[src/rtl/gf2m_pkg.sv]
// Shared constants and types for the GF(2^233) multiplier and inversion controller.
// No logic; combinational helpers only.
// Field: f(x) = x^233 + x^74 + 1, processed D bits of B per cycle.
package gf2m_pkg;

  localparam int GF_M     = 233;
  localparam int GF_D     = 4;
  localparam int GF_NDIG  = (GF_M + GF_D - 1) / GF_D;
  localparam int GF_TAP   = 74;
  localparam int GF_CNT_W = 6;

  typedef enum logic [1:0] {
    ST_IDLE = 2'd0,
    ST_RUN  = 2'd1,
    ST_DONE = 2'd2
  } state_t;

endpackage

[src/rtl/gf2m_digit_step.sv]
// One digit iteration: nxt = (acc * x^D mod f) ^ (a * digit mod f).
// Purely combinational, completes within a single cycle.
// No handshake; the caller registers the result.
module gf2m_digit_step
  import gf2m_pkg::*;
#(
  parameter int M   = GF_M,
  parameter int D   = GF_D,
  parameter int TAP = GF_TAP
) (
  input  logic [M-1:0] acc,
  input  logic [M-1:0] a,
  input  logic [D-1:0] digit,
  output logic [M-1:0] nxt
);

  // Multiply by x and fold x^M back as x^TAP + 1, so the result stays below degree M.
  function automatic logic [M-1:0] mulx(input logic [M-1:0] v);
    logic [M-1:0] r;
    r = {v[M-2:0], 1'b0};
    if (v[M-1]) begin
      r[0]   = r[0] ^ 1'b1;
      r[TAP] = r[TAP] ^ 1'b1;
    end
    return r;
  endfunction

  logic [M-1:0] sh;
  logic [M-1:0] ap;
  logic [M-1:0] prod;

  // Shift the accumulator by D and build a*digit from reduced powers a*x^j.
  always_comb begin
    sh   = acc;
    ap   = a;
    prod = '0;
    for (int j = 0; j < D; j++) begin
      sh = mulx(sh);
      if (digit[j]) prod = prod ^ ap;
      ap = mulx(ap);
    end
    nxt = sh ^ prod;
  end

endmodule

[src/rtl/gf2m_digit_mult.sv]
// Digit-serial GF(2^M) multiplier, C = A*B mod f(x), B consumed MSB-digit first.
// Latency: OUT_VALID pulses NDIG cycles after the accepting edge.
// IN_VALID is ignored while BUSY; a new request in the DONE cycle runs back-to-back.
module gf2m_digit_mult
  import gf2m_pkg::*;
#(
  parameter int M = GF_M,
  parameter int D = GF_D
) (
  input  logic         CLK,
  input  logic         RST,
  input  logic         IN_VALID,
  input  logic [M-1:0] A,
  input  logic [M-1:0] B,
  output logic [M-1:0] C,
  output logic         OUT_VALID,
  output logic         BUSY
);

  localparam int NDIG = (M + D - 1) / D;
  localparam int BW   = NDIG * D;
  localparam logic [GF_CNT_W-1:0] LAST = GF_CNT_W'(NDIG - 1);

  state_t              state;
  logic [GF_CNT_W-1:0] cnt;
  logic [M-1:0]        a_reg;
  logic [BW-1:0]       b_reg;
  logic [M-1:0]        acc;
  logic [M-1:0]        step_nxt;
  logic [D-1:0]        digit;

  // Pick digit NDIG-1-cnt of the padded multiplier: first cycle takes the top digit.
  always_comb begin
    digit = '0;
    for (int j = 0; j < NDIG; j++) begin
      if (cnt == GF_CNT_W'(NDIG - 1 - j)) digit = b_reg[j*D +: D];
    end
  end

  gf2m_digit_step #(
    .M   (M),
    .D   (D),
    .TAP (GF_TAP)
  ) u_step (
    .acc   (acc),
    .a     (a_reg),
    .digit (digit),
    .nxt   (step_nxt)
  );

  // Control FSM with registered BUSY/OUT_VALID, operand latches and accumulator.
  always_ff @(posedge CLK) begin
    if (RST) begin
      state     <= ST_IDLE;
      cnt       <= '0;
      a_reg     <= '0;
      b_reg     <= '0;
      acc       <= '0;
      OUT_VALID <= 1'b0;
      BUSY      <= 1'b0;
    end else begin
      case (state)
        ST_RUN: begin
          acc <= step_nxt;
          cnt <= cnt + 1'b1;
          if (cnt == LAST) begin
            state     <= ST_DONE;
            BUSY      <= 1'b0;
            OUT_VALID <= 1'b1;
          end
        end
        default: begin
          // IDLE and DONE both accept; acc (and so C) holds until the next accept.
          OUT_VALID <= 1'b0;
          if (IN_VALID) begin
            a_reg <= A;
            b_reg <= BW'(B);
            acc   <= '0;
            cnt   <= '0;
            state <= ST_RUN;
            BUSY  <= 1'b1;
          end else begin
            state <= ST_IDLE;
            BUSY  <= 1'b0;
          end
        end
      endcase
    end
  end

  assign C = acc;

endmodule

[config.mk]
export PLATFORM = sky130hd
export DESIGN_NAME = gf2m_digit_mult
export DESIGN_NICKNAME = d
export VERILOG_FILES = /design/src/rtl/gf2m_pkg.sv /design/src/rtl/gf2m_digit_step.sv /design/src/rtl/gf2m_digit_mult.sv
export SDC_FILE = /design/constraint.sdc
export NUM_CORES = 2
export LEC_CHECK = 0
export ABC_AREA = 1
export CAP_MARGIN = 25
export CORE_ASPECT_RATIO = 1.1
export CORE_MARGIN = 3
export CORE_UTILIZATION = 40
export CTS_CLUSTER_SIZE = 40
export DETAILED_ROUTE_END_ITERATION = 8
export GPL_TIMING_DRIVEN = 0
export MAX_ROUTING_LAYER = met4
export SYNTH_ARGS = -nofsm -noshare
export SYNTH_HDL_FRONTEND = slang
export SYNTH_SLANG_ARGS = --single-unit
[constraint.sdc]
create_clock -name CLK -period 14.55 [get_ports CLK]
set_clock_uncertainty 0.15 [all_clocks]
set_input_delay 2.91 -clock CLK [delete_from_list [all_inputs] [get_ports CLK]]
set_output_delay 2.91 -clock CLK [all_outputs]
set_load 0.01 [all_outputs]
==> summary.md <==
| Metric | Value |
|---|---|
| Synth Net Count | 7,183 |
| Post-CTS Setup Bufs | 0 |
| Lkg Pwr | 20.8 nW |
| Routability congestion estimate | 0.944 |
| Area share of and/or/nand/nor cells after synthesis | 32.8% |
| Slowest CP cell | a21boi_2 |
| Max-cap viol count | 0 |
| Worst Hold Slack | 0.309 ns |
| Slew @ Worst Pin | 1.04 ns |
| Syn_area_per_cell | 6.32 um^2 |
| Area Growth Syn to Fin | 28.1% |
| Number of port buffers | 703 |
| Multi-input gate area | 23,600 um^2 |
| Hold_buf cts | 0 |
| Tmin final | 8.05 ns |
| Unrepaired setup endpoints after global routing | false |
| Fillers | 10,700 |
| Pwr/cell area | 99.4 nW/um^2 |
| Crit path depth | 72 |
| Setup crit start kind | flip-flop |
| EDFF count, synth | 0 |
| DR vias | 45,100 |
| Routed Antenna Nets | 0 |
| Layout cells sized above 1 | 4.66% |
| Clock root buffer | clkbuf_16 |
| Pins Over Slew Limit | 0 |
| Worst r2r src | cnt[0]$_SDFFE_PP0P_ |
| Die H | 347 um |
| Synth Warn # | 0 |
| Register area share after synthesis | 33.4% |
| XOR/XNOR Fraction of Synth Area | 9.73% |
| Setup crit start | cnt[0]$_SDFFE_PP0P_ |
| Clk slew on worst S/H paths | 0.06 ns |
| Mux contribution to synthesized area | 0% |
| Synth unique cells | 34 |
| CP dominant cell by count | nand2_1 |
| Maximum number of pins on one net before global-route repair | 14 |
| Clock sinks | 708 |
| Row count | 124 |
| Routing usage on met2 | 49.4% |
| Peak VDD IR | 0.0804 mV |
| Slew HR | 31.0% |
| Storage element area | 14,200 um^2 |
| First-pass GRT wire length | 250,000 um |
| Die area | 110,000 um^2 |
| Clock Path Buffers | 3 |
| Area leader, netlist | dfxtp_1 |
| DRT Wirelength | 166,000 um |
| TritonCTS clock tree | done |
| Met3 Use GR | 5.60% |
| Critical path class | reg2reg |
| Area share of the largest cell type after synthesis | 33.4% |
| Post-Syn Area | 42,400 um^2 |
| Main combinational cell family by area after synthesis | simple AND/OR/NAND/NOR gates |
| Final #Nets | 7,983 |
| Cell count after synthesis | 6,710 |
| Global route overflow | 0 |
| Resized cells post-CTS | 0 |
| Worst EP arrival | 8.49 ns |
| Post-synth top flop | dfxtp_1 |
| 1st-iter DRT viols | 3,253 |
| Drt wl/cell | 18.5 um |
| Vias in the first global route | 42,900 |
| Fin. Hold Viols | 0 |
| Flops & latches, synth | 708 |
| Worst hold path type | reg2reg |
| Synth top cells by count | nand2_1, inv_1, nor2_1, dfxtp_1, o21ai_0 |
| Final setup viols | 0 |
| Status | finished, final reports clean |
| Fraction of the cycle the final worst path needs | 55.3% |
| Adder-cell share of the synthesized area | 0.118% |
| Worst reg2reg path endpoint | C[166]$_SDFFE_PP0P_ |
| # DRC | 0 |
| Delay-heaviest family, CP | simple AND/OR/NAND/NOR gates |
| CP Capture Type | flip-flop |
| Crit path buf inv count | 4 |
| Worst-Skew Late Latency | 0.67 ns |
| R2r setup slk | 6.50 ns |
| Compound-Gate Fraction of Synth Area | 12.9% |
| Core ar. | 105,000 um^2 |
| R2R depth | 72 |
| Worst Setup EP | C[166]$_SDFFE_PP0P_ |
| Required @ worst endpoint | 14.99 ns |
| DP HPWL | 128,000 um |
| Initial core utilization | 40.6% |
| Grt met1 use | 35.4% |
| CP peak stage delay | 0.57 ns |
| FMAX | 124 MHz |
| Most numerous cell in the Yosys netlist | nand2_1 |
| Global-route usage over all layers | 29.9% |
| # IOs | 704 |
| Cts bufs inserted | 86 |
| CP max FO | 10 |
| Async S/R FF share, synth | 0% |
| Initial antenna violation count | 26 |
| Synth area leaders | dfxtp_1, nand2_1, xnor2_1, o21ai_0, inv_1 |
| Drt first pass iters | 6 |
| Top Usage Layer GRT | met2 |
| Die W | 316 um |
| Deepest level of the CTS H-tree | 3 |
| Vias/cell | 5.02 |
| Post-route setup TNS | 0 ns |
==> layout by cell type, fill, tap and decap left out, types with 3 or more instances in the layout <==
cell type        Yosys  final
nor2_1             775    774
clkdlybuf4s50_1      0    703
nand2_1           1696   1696
buf_6                9     11
nand4_1              8      8
a21oi_1            362    362
clkinv_2             0     14
ha_1                 4      4
nand3b_1           229    229
inv_6                0      3
o21ai_1             30     30
clkbuf_8             0     21
buf_1               12     12
inv_2               21     21
clkbuf_1           235    248
nor2_2               6      7
clkbuf_16            0     88
nor3_1               4      4
nand2_2              3      3
nand3_1            480    480
o21ai_0            685    685
buf_2               83     83
inv_1              797    797
or2_2               56     56
diode_2              0     30
dfxtp_1            708    708
buf_4               22     22
buf_8                0      7
xnor2_1            459    459
xor2_1              12     12
bufinv_16            0      9
==> power breakdown <==
| group | switching, W | total [W] | internal (W) |
|---|---|---|---|
| clock network | 0.000911 | 0.00228 | 0.00137 |
| registers | 0.000108 | 0.00218 | 0.00207 |
| logic | 0.000585 | 0.000941 | 0.000356 |
| total | 0.00160 | 0.00540 | 0.00380 |
==> final cells by class <==
class,count,share of cell area (%)
Clock buffer,123,4.68
Tap cell,1386,3.19
Buffer,361,2.96
Antenna cell,30,0.138
Clock inverter,30,0.748
Sequential cell,708,26.1
Inverter,818,5.65
Timing Repair Buffer,712,13.2
Multi-Input combinational cell,4823,43.4
==> worst reg2reg max path, delay by kind of cell (launching register included) <==
kind	cells	cell delay (ns)
flip-flops	1	0.35
AO/OA/AOI/OAI	2	0.70
XOR/XNOR	1	0.28
AND/OR/NAND/NOR	64	5.31
adder cells (fa/ha/maj)	1	0.30
buffers and inverters	4	0.92
==> routing by layer <==
metal | up-vias | part of all wire (%)
li1 | 22600 | -
met1 | 20700 | 41
met2 | 1458 | 47
met3 | 321 | 7.1
met4 | 0 | 4.6
met5 | - | 0
==> worst min-delay path by stage <==
stage,start,cells after the start,end
global placement,b_reg[100]$_SDFFE_PP0P_,2,b_reg[100]$_SDFFE_PP0P_
global route,b_reg[223]$_SDFFE_PP0P_,2,b_reg[223]$_SDFFE_PP0P_
finish,b_reg[103]$_SDFFE_PP0P_,2,b_reg[103]$_SDFFE_PP0P_
detailed placement,b_reg[100]$_SDFFE_PP0P_,2,b_reg[100]$_SDFFE_PP0P_
floorplan,b_reg[100]$_SDFFE_PP0P_,2,b_reg[100]$_SDFFE_PP0P_
CTS,b_reg[100]$_SDFFE_PP0P_,2,b_reg[100]$_SDFFE_PP0P_
==> cell families (layout without fill, tap and decap cells) <==
kind of cell / after synthesis / after routing
xor gates and xnor gates: 471 / 471
AOI/OAI and AO/OA: 1086 / 1086
DFF: 708 / 708
other: 0 / 30
buffers and inverters: 1179 / 2044
adders and majority gates: 4 / 4
and+or+nand+nor: 3262 / 3262
==> per-stage QoR <==
step	setup WS [ns]	area, um^2	utilization [%]	instances	total power, W
2_1_floorplan	9.36	42400	-	6710	0.00271
3_3_place_gp	6.61	51200	48.9	8799	0.00314
3_5_place_dp	6.54	51300	49.1	8807	0.00315
4_1_cts	6.49	54200	51.9	8960	0.00544
5_1_grt	5.78	54300	51.9	8987	0.00562
6_report	6.50	54300	52.0	8991	0.00540
Note: power is estimated with default switching activity, not from simulation.
